File: src/rtl/fp_pkg.sv
// fp_pkg -- shared constants and types for the float packer.
//   EXP_MAX / EXP_MIN : biased exponent values that mark overflow and underflow/zero
//   FLG_*             : bit positions inside the 3-bit flags field {ovf, unf, zero}
//   fifo_entry_t      : one packed result as it is stored in the output FIFO
package fp_pkg;

   localparam logic [7:0] EXP_MAX = 8'hFF;
   localparam logic [7:0] EXP_MIN = 8'h00;

   localparam int FLG_OVF  = 2;
   localparam int FLG_UNF  = 1;
   localparam int FLG_ZERO = 0;

   localparam int FIFO_DEPTH = 2;

   typedef struct packed {
      logic [31:0] word;
      logic [2:0]  flags;
   } fifo_entry_t;

endpackage

File: src/rtl/float_packer_if.sv
// float_packer_if -- valid/ready streams around the float packer.
//   in_*  : unpacked adder result (sign, biased exponent, magnitude with hidden bit,
//           exponent error flag) with in_valid/in_ready handshake
//   out_* : packed IEEE-754 single word plus {ovf, unf, zero} flags with
//           out_valid/out_ready handshake
//   slave modport  : the packer side
//   master modport : the producer/consumer side
interface float_packer_if;

   logic        in_valid;
   logic        in_ready;
   logic        in_sign;
   logic [7:0]  in_exp;
   logic [23:0] in_abs;
   logic        in_err;

   logic        out_valid;
   logic        out_ready;
   logic [31:0] out_word;
   logic [2:0]  out_flags;

   modport slave (
      input  in_valid, in_sign, in_exp, in_abs, in_err, out_ready,
      output in_ready, out_valid, out_word, out_flags
   );

   modport master (
      output in_valid, in_sign, in_exp, in_abs, in_err, out_ready,
      input  in_ready, out_valid, out_word, out_flags
   );

endinterface

File: src/rtl/float_pack_word.sv
// float_pack_word -- combinational packing of an unpacked adder result.
//   sign, exp[7:0], abs[23:0], err : unpacked result from the adder
//   word[31:0]                     : IEEE-754 single-precision encoding
//   flags[2:0]                     : {ovf, unf, zero}
// An all-ones exponent always packs to infinity; an all-zero exponent packs to a
// signed zero, flagged as underflow when err is set and as a plain zero otherwise.
module float_pack_word
   import fp_pkg::*;
(
   input  logic        sign,
   input  logic [7:0]  exp,
   input  logic [23:0] abs,
   input  logic        err,
   output logic [31:0] word,
   output logic [2:0]  flags
);

   // The hidden bit is implied by the exponent field and is not checked.
   logic unused_hidden_bit;
   assign unused_hidden_bit = abs[23];

   always_comb begin
      word  = {sign, exp, abs[22:0]};
      flags = '0;
      if (exp == EXP_MAX) begin
         word           = {sign, EXP_MAX, 23'd0};
         flags[FLG_OVF] = 1'b1;
      end else if (exp == EXP_MIN) begin
         word = {sign, 31'd0};
         if (err) begin
            flags[FLG_UNF] = 1'b1;
         end else begin
            flags[FLG_ZERO] = 1'b1;
         end
      end
   end

endmodule

File: src/rtl/float_packer.sv
// float_packer -- packs adder results into IEEE-754 words behind a 2-entry FIFO
// and keeps saturating overflow/underflow counters.
//   clk, rst_n        : clock, asynchronous active-low reset
//   bus (slave)       : input and output valid/ready streams
//   clr_cnt           : synchronous clear of both counters (beats an increment)
//   ovf_cnt, unf_cnt  : saturating counts of accepted overflow / underflow results
// Packing happens at accept time so the FIFO only ever stores finished words.
module float_packer
   import fp_pkg::*;
#(
   parameter int CNT_W = 16
) (
   input  logic             clk,
   input  logic             rst_n,
   float_packer_if.slave    bus,
   input  logic             clr_cnt,
   output logic [CNT_W-1:0] ovf_cnt,
   output logic [CNT_W-1:0] unf_cnt
);

   logic [1:0]  count_reg;
   logic        wr_ptr_reg;
   logic        rd_ptr_reg;
   logic        accept;
   logic        pop;
   fifo_entry_t new_entry;
   fifo_entry_t entry_q [FIFO_DEPTH];

   float_pack_word u_pack (
      .sign  (bus.in_sign),
      .exp   (bus.in_exp),
      .abs   (bus.in_abs),
      .err   (bus.in_err),
      .word  (new_entry.word),
      .flags (new_entry.flags)
   );

   // Ready depends only on occupancy so there is no combinational path
   // from out_ready back to in_ready.
   assign bus.in_ready  = (count_reg < 2'd2);
   assign bus.out_valid = (count_reg != 2'd0);
   assign accept        = bus.in_valid && bus.in_ready;
   assign pop           = bus.out_valid && bus.out_ready;

   genvar gi;
   generate
      for (gi = 0; gi < FIFO_DEPTH; gi++) begin : g_entry
         fifo_entry_t entry_reg;
         always_ff @(posedge clk or negedge rst_n) begin
            if (!rst_n) begin
               entry_reg <= '0;
            end else if (accept && (wr_ptr_reg == 1'(gi))) begin
               entry_reg <= new_entry;
            end
         end
         assign entry_q[gi] = entry_reg;
      end
   endgenerate

   assign bus.out_word  = entry_q[rd_ptr_reg].word;
   assign bus.out_flags = entry_q[rd_ptr_reg].flags;

   always_ff @(posedge clk or negedge rst_n) begin
      if (!rst_n) begin
         count_reg  <= '0;
         wr_ptr_reg <= 1'b0;
         rd_ptr_reg <= 1'b0;
      end else begin
         if (accept) begin
            wr_ptr_reg <= ~wr_ptr_reg;
         end
         if (pop) begin
            rd_ptr_reg <= ~rd_ptr_reg;
         end
         case ({accept, pop})
            2'b10:   count_reg <= count_reg + 2'd1;
            2'b01:   count_reg <= count_reg - 2'd1;
            default: count_reg <= count_reg;
         endcase
      end
   end

   always_ff @(posedge clk or negedge rst_n) begin
      if (!rst_n) begin
         ovf_cnt <= '0;
         unf_cnt <= '0;
      end else if (clr_cnt) begin
         ovf_cnt <= '0;
         unf_cnt <= '0;
      end else begin
         if (accept && new_entry.flags[FLG_OVF] && (ovf_cnt != '1)) begin
            ovf_cnt <= ovf_cnt + 1'b1;
         end
         if (accept && new_entry.flags[FLG_UNF] && (unf_cnt != '1)) begin
            unf_cnt <= unf_cnt + 1'b1;
         end
      end
   end

endmodule
File: src/flat_wrapper.sv
// flat-port wrapper written by rule: the top's interface ports become plain ports
module float_packer_flat import fp_pkg::*;
#(
   parameter int CNT_W = 16
)
  (clk, rst_n, clr_cnt, ovf_cnt, unf_cnt, bus_in_valid, bus_in_sign, bus_in_exp, bus_in_abs, bus_in_err, bus_out_ready, bus_in_ready, bus_out_valid, bus_out_word, bus_out_flags);
  float_packer_if bus_i ();
  input  logic clk;
  input  logic rst_n;
  input  logic clr_cnt;
  output logic [CNT_W-1:0] ovf_cnt;
  output logic [CNT_W-1:0] unf_cnt;
  input wire logic [$bits(bus_i.in_valid)-1:0] bus_in_valid;
  input wire logic [$bits(bus_i.in_sign)-1:0] bus_in_sign;
  input wire logic [$bits(bus_i.in_exp)-1:0] bus_in_exp;
  input wire logic [$bits(bus_i.in_abs)-1:0] bus_in_abs;
  input wire logic [$bits(bus_i.in_err)-1:0] bus_in_err;
  input wire logic [$bits(bus_i.out_ready)-1:0] bus_out_ready;
  output wire logic [$bits(bus_i.in_ready)-1:0] bus_in_ready;
  output wire logic [$bits(bus_i.out_valid)-1:0] bus_out_valid;
  output wire logic [$bits(bus_i.out_word)-1:0] bus_out_word;
  output wire logic [$bits(bus_i.out_flags)-1:0] bus_out_flags;
  assign bus_i.in_valid = bus_in_valid;
  assign bus_i.in_sign = bus_in_sign;
  assign bus_i.in_exp = bus_in_exp;
  assign bus_i.in_abs = bus_in_abs;
  assign bus_i.in_err = bus_in_err;
  assign bus_i.out_ready = bus_out_ready;
  assign bus_in_ready = bus_i.in_ready;
  assign bus_out_valid = bus_i.out_valid;
  assign bus_out_word = bus_i.out_word;
  assign bus_out_flags = bus_i.out_flags;
  float_packer #(.CNT_W(CNT_W)) u_core (.clk(clk), .rst_n(rst_n), .bus(bus_i), .clr_cnt(clr_cnt), .ovf_cnt(ovf_cnt), .unf_cnt(unf_cnt));
endmodule
File: config.mk
export PLATFORM = sky130hd
export DESIGN_NAME = float_packer_flat
export DESIGN_NICKNAME = d
export VERILOG_FILES = /design/src/rtl/fp_pkg.sv /design/src/rtl/float_packer_if.sv /design/src/rtl/float_pack_word.sv /design/src/rtl/float_packer.sv /design/src/flat_wrapper.sv
export SDC_FILE = /design/constraint.sdc
export NUM_CORES = 1
export LEC_CHECK = 0
export ABC_AREA = 1
export CORE_ASPECT_RATIO = 1.2
export CORE_MARGIN = 1.5
export CORE_UTILIZATION = 47
export CTS_CLUSTER_DIAMETER = 30
export CTS_CLUSTER_SIZE = 14
export DETAILED_ROUTE_END_ITERATION = 6
export HOLD_SLACK_MARGIN = 0.06
export PLACE_DENSITY = 0.87
export SLEW_MARGIN = 20
export SYNTH_ARGS = -nofsm -noshare
export SYNTH_HDL_FRONTEND = slang
export SYNTH_HIERARCHICAL = 1
export SYNTH_SLANG_ARGS = --single-unit
File: constraint.sdc
create_clock -name clk -period 1.4 [get_ports clk]
set_input_delay 0.28 -clock clk [delete_from_list [all_inputs] [get_ports clk]]
set_output_delay 0.28 -clock clk [all_outputs]
set_load 0.03 [all_outputs]
* Word-level counts from Yosys, hierarchy flattened *
Cells that the tools add are included.
Widths: inputs -> output; s select.

storage, ports and cells
  logic and storage cells = 51
  input bits = 39
  output and inout port bits = 69
  register bits = 106

cells by class
  $add $sub $neg = 4
  reduce and logical (&&, ||, !) cells = 13
  equality and inequality tests = 5
  mux-type cells = 15
  $lt $le $gt $ge = 2
  bitwise logic cells = 3

operator list
  cell                   count
  $mux 35                3
  $mux 16                4
  $mux 31                2
  $add 16x1->16 const B  2
  $ne 16x16->1 const B   2
  $eq 8x8->1 const B     1
  $logic_and 1x1->1      8
  $logic_not 8->1        1
  $reduce_bool 2->1      4
  $mux 2                 2
  $pmux 2 s2             1
  $mux 1                 3
  $add 2x1->2 const B    1
  $eq 2x1->1 const B     1
  $eq 2x2->1 const B     1
  $ge 2x2->1 const B     1
  $lt 2x2->1 const B     1
  $not 1->1              2
  $not 1->2              1
  $sub 2x1->2 const B    1

* Longest topological paths before layout *
Gate-level depths: netlist of run 1.

  depth in word-level cells = 7
  depth in mapped cells = 11

* Cells and area by module *
The synthesis of run 1 kept the hierarchy.

modules (own cells, without submodules)
  module           area an instance (µm²)  times used  cells each
  float_packer     5211.2                  1           683
  float_pack_word  381.6                   1           85

* Worst setup path before layout of run 1 *
Ideal clock, no wire load.

  path kind = register to register
  start point = reg u_core.unf_cnt[0]
  end point = reg u_core.unf_cnt[7]
  data required time = 1.334 ns
  slack = -0.311 ns
  cell stages (with the launch flop) = 10
  setup time = 0.066 ns
  data arrival time = 1.646 ns
  buffers on the path = 1
  cell sequence = dfrtp_1 -> ha_1 -> nand3_2 -> inv_2 -> nand2_2 -> nor2_4 -> nor2_4 -> buf_2 -> nand4_1 -> nand2_1

between the ends
  longest elaborated chain between the ends = 3

RTL lines
  element                                               line                                    text
  start: declaration                                    float_packer.sv:18                      output logic [CNT_W-1:0] unf_cnt
  start signal: assignment                              float_packer.sv:95                      unf_cnt <= unf_cnt + 1'b1;
  $add 16x1->16 / $ne 16x16->1 (equally long branches)  float_packer.sv:95, float_packer.sv:94
  $mux 16 / $logic_and 1x1->1 (equally long branches)   float_packer.sv:94                      if (accept && new_entry.flags[FLG_UNF] && (unf_cnt != '1)) begin
  $mux 16 / $reduce_bool 2->1 (equally long branches)   -

Parallel ways exist; a longest one is shown, timed or not. The select of a mux whose other input is x is not followed.
A chain may end at the register's enable or synchronous reset.

* Final worst setup path of run 1 *
  start point = reg u_core.rd_ptr_reg
  end point = out bus_out_flags[2]

between the ends
  longest elaborated chain between the ends = 4

RTL lines
  element                          line                text
  start: declaration               float_packer.sv:23  logic rd_ptr_reg;
  start signal: assignment         float_packer.sv:73  rd_ptr_reg <= ~rd_ptr_reg;
  $not 1->2 (implied by the code)  float_packer.sv:61  assign bus.out_flags = entry_q[rd_ptr_reg].flags;
  $mux 35 (3 in a row)             -
  end: declaration                 flat_wrapper.sv:22  output wire logic [$bits(bus_i.out_flags)-1:0] bus_out_flags;

No other way between the ends. The select of a mux whose other input is x is not followed.

==> run_results.csv, run 1 <==
group,metric,value,unit
status,status,"finished with violations",
status,violations,"setup timing",
worst_setup_path,required,1.12,ns
layout,fin_nets,1035,
worst_setup_path,cp_slowest_cell,"dfrtp_2",
timing,period_needed,1.68,ns
die,die_area,12600,um^2
detailed_routing,viasPerCell,5.54,
detailed_routing,vias,6398,
clock_network,clkTransAtPathRegs,0.07,ns
die,die_y,122,um
global_routing,overflow,0,
synthesis,synthesis.nets,810,
global_routing,antenna_found_initial,0,
synthesis,syn_area,5590,um^2
worst_setup_path,cp.buffers_inverters,2,
timing,fmax,597,MHz
worst_setup_path,critical_path_class,"reg -> out",
placement,io_buffers,106,
detailed_routing,wl,22000,um
detailed_routing,wire_per_inst,19.0,um
min_path,hp-class,"in -> async",
timing,setup_viol,140,
clock_network,cts-root-buf,"clkbuf_16",
layout,final_util,83.5,%
synthesis,ys_seq_elements,106,
synthesis,ys.warnings.count,6,
clock_network,clkSinkCount,106,
global_routing,grt_pass1_vias,5881,
die,die_w,103,um
timing,relSlewSlack,70.3,%
placement,placedCellCount,1079,
clock_network,cts_buffers,9,
clock_network,clkLatencyLatePin,0.35,ns
timing,rsz0062_at_grt,"true",
clock_network,cts_tree,"done",
worst_setup_path,endpoint_kind,"output pin",
worst_setup_path,cp_top_family,"flip-flops",
pwr,p_per_area,1720,nW/um^2
timing,skew,0.00915,ns
synthesis,postSynthCellCount,768,
layout,fillers,614,
placement,hpwl,10100,um
die,core,11600,um^2
placement,routabilityCongestion,0.840,
detailed_routing,drc,0,
layout,diodes,0,
layout,largest_register_ffs,70,
clock_network,htreeDepth,3,
timing,fin_crit_sh,120,%
global_routing,grt_pass1_wl,28000,um
detailed_routing,dr.pass1.iters,5,
die,initial_core_util,48.4,%
worst_setup_path,crit_arrival,1.40,ns
die,ios,108,
synthesis,syn_avg_cell_area,7.28,um^2
worst_setup_path,cp_cell_sequence,"buf_6, nand2_1, nand2_2, buf_6",
layout,drive_gt1_share,48.0,%
timing,worst_slack,-0.276,ns
die,num_rows,43,
pwr,ir_worst_vdd,0.00103,V
clock_network,clockBufferDepth,2,
synthesis,synth_cell_types,27,
global_routing,grt.total_usage,28.8,%
timing,slew_viol_final,0,
worst_setup_path,critPathMostFrequentCell,"buf_6",
global_routing,grt_max_degree,39,
flow_run,cap_viol_max_count,0,
timing,hold_viol,0,
worst_setup_path,cp-start-kind,"flip-flop",
detailed_routing,drt_iter0_drc,420,
synthesis,ys_seq_area_share,47.4,%
detailed_routing,drtAntennaViolNets,0,
worst_setup_path,max_stage_delay,0.43,ns
worst_setup_path,rrSetupSlack,-0.22,ns
layout,instances_no_fill,1155,
timing,tightest_slew,0.445,ns
worst_setup_path,worstPathMaxFanout,18,
layout,area_growth,72.6,%
pwr,total_power,0.0166,W
pwr,p_leak,4.91,nW
==> cell usage after synthesis (all sizes together) <==
master	instances	area share (%)
nand2	329	22
dfrtp	106	47
o21ai	74	6.6
nor2	67	5.8
inv	66	4.4
nand3	31	3.0
clkbuf	29	1.9
nand4	21	2.3
buf	13	1.8
xor2	9	1.4
or2	7	0.78
a21oi	6	0.54
ha	3	0.67
o21bai	3	0.40
nor3	2	0.18
nand3b	1	0.13
xnor2	1	0.16
==> final timing paths <==
check,startpoint,end,depth (start not counted)
setup / recovery,u_core/rd_ptr_reg,bus_out_flags[2],4
hold / removal,rst_n,u_core/ovf_cnt[7],2
setup reg to reg,u_core/unf_cnt[8],u_core/unf_cnt[14],9
hold reg to reg,u_core/entry_q[62],u_core/entry_q[62],2
max in group asynchronous,rst_n,u_core/entry_q[53],3
min in group clk,bus_in_exp[2],u_core/entry_q[28],3
==> metal layers <==
layer / track usage (%) / wire, um
met1: 35.2 / 7840
met2: 50.8 / 11700
met3: 3.99 / 1630
met4: 11.1 / 799
met5: 0 / 0
==> placed cells by master, fill, tap and decap left out, types with 24 or more instances in the layout <==
cell type          n
nor2_1            47
buf_6             54
o21ai_2           43
nand2_2           89
buf_4            113
clkdlybuf4s50_1   28
inv_1             59
nand2_1          188
nand2_4           50
nand3_1           24
dfrtp_1           93
o21ai_1           30
==> where the power goes <==
part	internal, W	switching [W]
clock	0.00140	0.00122
combinational	0.00424	0.00481
sequential	0.00398	0.000977
==> stage by stage <==
step / hold slack [ns] / cell area [um^2] / TNS [ns] / setup WS [ns]
after global routing: 0.373 / 9650 / -25.71 / -0.325
final: 0.362 / 9650 / -19.66 / -0.276
after CTS: 0.349 / 8690 / -22.91 / -0.227
after floorplan: -0.0156 / 5760 / -4.05 / -0.170
after detailed placement: 0.203 / 7420 / -37.23 / -0.544
after global placement: 0.203 / 7420 / -34.50 / -0.491
==> cell type report <==
class	count	area, um^2	share of cell area, %
Multi-Input combinational cell	556	3430	35.6
Timing Repair Buffer	254	2780	28.8
Sequential cell	106	2670	27.6
Inverter	66	268	2.77
Clock buffer	9	225	2.33
Tap cell	157	196	2.03
Clock inverter	7	77.6	0.804
==> logic make-up after synthesis <==
group	after synthesis	synth area share, %
flip-flops	106	47.4
adder cells (fa/ha/maj)	3	0.671
buffers and inverters	108	8.21
AO/OA/AOI/OAI	83	7.56
AND/OR/NAND/NOR	458	34.6
XOR/XNOR	10	1.57
==> timing repair <==
item | 4_1_cts | 5_1_grt
resized for setup | 251 | 219
hold buffers | 1 | 0
setup endpoints to repair | 125 | 147
pin swaps | 32 | 32
gates cloned | 13 | 11
endpoints found under the hold margin | 16 | 0
setup buffers | 19 | 21
(Power assumes the default switching activity.)
==> run 2: changes to the inputs <==
--- a/config.mk
+++ b/config.mk
@@ -8,12 +8,12 @@
 export ABC_AREA = 1
 export CORE_ASPECT_RATIO = 1.2
 export CORE_MARGIN = 1.5
-export CORE_UTILIZATION = 47
+export CORE_UTILIZATION = 50
 export CTS_CLUSTER_DIAMETER = 30
 export CTS_CLUSTER_SIZE = 14
 export DETAILED_ROUTE_END_ITERATION = 6
 export HOLD_SLACK_MARGIN = 0.06
-export PLACE_DENSITY = 0.87
+export PLACE_DENSITY = 0.88
 export SLEW_MARGIN = 20
 export SYNTH_ARGS = -nofsm -noshare
 export SYNTH_HDL_FRONTEND = slang
==> constraint.sdc (replaced) <==
create_clock -name clk -period 1.7 [get_ports clk]
set_input_delay 0.34 -clock clk [delete_from_list [all_inputs] [get_ports clk]]
set_output_delay 0.34 -clock clk [all_outputs]
set_load 0.03 [all_outputs]
==> run_results.csv, run 2 (synthesis gave the netlist of run 1 again) <==
group,metric,value,unit
timing,rsz0062_at_grt,"true",
placement,routabilityCongestion,0.868,
worst_setup_path,worstPathMaxFanout,6,
timing,fin_crit_sh,99.8,%
global_routing,grt.total_usage,24.3,%
placement,placed_cell_area,7060,um^2
global_routing,grt_pass1_wl,23100,um
timing,period_needed,1.70,ns
layout,diodes,0,
worst_setup_path,r2r_cells,10,
placement,hpwl,9150,um
die,num_rows,42,
pwr,ir_worst_vdd,0.00113,V
clock_network,htreeDepth,3,
global_routing,grt_max_degree,57,
pwr,p_seq_share,32.8,%
detailed_routing,wire_per_inst,14.5,um
detailed_routing,drc,0,
die,initial_core_util,50.9,%
detailed_routing,vias,5521,
pwr,p_per_area,1440,nW/um^2
min_path,hp-class,"in -> reg",
timing,hold_viol,0,
global_routing,grt_pass1_vias,5079,
placement,io_buffers,106,
worst_setup_path,rrSetupSlack,0.05,ns
layout,final_cell_mix,"nand2_1 (294), dfrtp_1 (99), o21ai_0 (71), inv_1 (60), nor2_1 (53)",
worst_setup_path,r2r-start,"u_core/unf_cnt[0]",
layout,fin_nets,949,
worst_setup_path,crit_arrival,1.36,ns
die,die_y,119,um
min_path,min_to,"u_core/entry_q[30]",
pwr,p_leak,4.18,nW
detailed_routing,wl,15100,um
clock_network,clkSinkCount,106,
timing,setup_viol,0,
clock_network,cts-root-buf,"clkbuf_16",
worst_setup_path,cp-start-kind,"flip-flop",
clock_network,cts_tree,"done",
detailed_routing,drt_iter0_drc,368,
pwr,p_comb_share,46.5,%
pwr,p_int,0.00691,W
clock_network,clkLatencyLatePin,0.34,ns
worst_setup_path,critical_path_class,"reg -> out",
status,status,"finished clean",
layout,drive_gt1_share,20.7,%
layout,largest_register_ffs,70,
detailed_routing,dr.pass1.iters,6,
timing,skew,0.00878,ns
layout,area_growth,39.8,%
die,die_area,11800,um^2
timing,slew_viol_final,0,
pwr,p_clk_share,20.8,%
timing,tightest_slew,0.349,ns
pwr,p_sw,0.00433,W
pwr,power_switching_share,38.6,%
timing,fmax,589,MHz
layout,final_common_cell,"nand2_1",
min_path,holdCritStartpoint,"bus_in_exp[4]",
detailed_routing,drtAntennaViolNets,0,
layout,final_cell_area,7820,um^2
clock_network,clockBufferDepth,2,
flow_run,cap_viol_max_count,0,
timing,relSlewSlack,76.6,%
worst_setup_path,endpoint_kind,"output pin",
detailed_routing,viasPerCell,5.29,
clock_network,clkTransAtPathRegs,0.07,ns
clock_network,cts_buffers,9,
die,die_w,99.5,um
worst_setup_path,required,1.36,ns
min_path,min_path_cells,3,
global_routing,overflow,0,
pwr,total_power,0.0112,W
global_routing,antenna_found_initial,0,
die,core,11000,um^2
die,ios,108,
worst_setup_path,r2r_end,"u_core/unf_cnt[2]",
## run 2: cell count changes in the layout (fill, tap and decap cells not counted), moves of 28 or more
cell and change:
buf_6 -28, o21ai_0 +70, nand2_1 +106, nand2_2 -56
buf_4 -62, nand2_4 -48, o21ai_2 -43
## run 2: through the flow
step / hold WS [ns] / setup TNS (ns) / std cells / utilization (%) / setup WS, ns
global route: 0.366 / -0.513 / 1044 / 71.2 / -0.0340
global placement: 0.358 / -12.29 / 1011 / 64.3 / -0.282
floorplan: 0.0444 / 0 / 768 / - / 0.00556
detailed placement: 0.360 / -14.27 / 1011 / 64.3 / -0.352
finish: 0.353 / 0 / 1044 / 71.2 / 0.00279
CTS: 0.489 / -0.00707 / 1031 / 68.0 / -0.00612
## run 2: how the worst max path moves through the flow
| stage | from | endpoint | slack [ns] | cells after the start |
|---|---|---|---|---|
| 3_3_place_gp | bus_in_exp[5] | u_core/unf_cnt[14] | -0.28 | 11 |
| 4_1_cts | u_core/rd_ptr_reg | bus_out_word[4] | -0.006 | 5 |
| 6_report | u_core/rd_ptr_reg | bus_out_word[20] | 0.003 | 5 |
| 2_1_floorplan | u_core/unf_cnt[1] | u_core/unf_cnt[7] | 0.006 | 9 |
| 5_1_grt | u_core/rd_ptr_reg | bus_out_flags[1] | -0.03 | 5 |
| 3_5_place_dp | bus_in_exp[6] | u_core/unf_cnt[7] | -0.35 | 11 |
## run 2: layout make-up
cell class | instances | area (um^2)
clock buffer | 11 | 233
clock inverter | 5 | 103
fill | 819 | 3160
inverter | 66 | 253
multi-input combinational | 555 | 2630
sequential | 106 | 2660
tap | 132 | 165
timing repair buffer | 169 | 1770
## run 2: layer usage
metal  wire length (um)  global-route usage (%)
met5                  0                       0
met4                188                    8.10
met3                848                    4.23
met2               8020                    42.6
met1               6050                    30.4
## run 2: power by group through the flow
stage	combinational [W]	clock, W	sequential (W)
3_5_place_dp	0.00454	0	0.00369
2_1_floorplan	0.00273	0	0.00360
5_1_grt	0.00559	0.00248	0.00377
6_report	0.00522	0.00234	0.00368
3_3_place_gp	0.00445	0	0.00366
4_1_cts	0.00470	0.00238	0.00365
## run 2: what timing repair did
| action | 4_1_cts | 5_1_grt |
|---|---|---|
| cloned | 0 | 7 |
| endpoints found under the setup margin | 63 | 67 |
| endpoints found under the hold margin | 106 | 0 |
| gates resized for setup | 60 | 58 |
| pin swaps | 3 | 14 |
| hold buffers | 1 | 0 |
| setup buffers | 3 | 6 |
## run 2: critical path, cell delays in order (launching register included)
cell       delay, ns
dfrtp_2         0.42
clkinv_4        0.13
clkbuf_16       0.18
nand2_1         0.08
nand2_2         0.07
buf_12          0.14
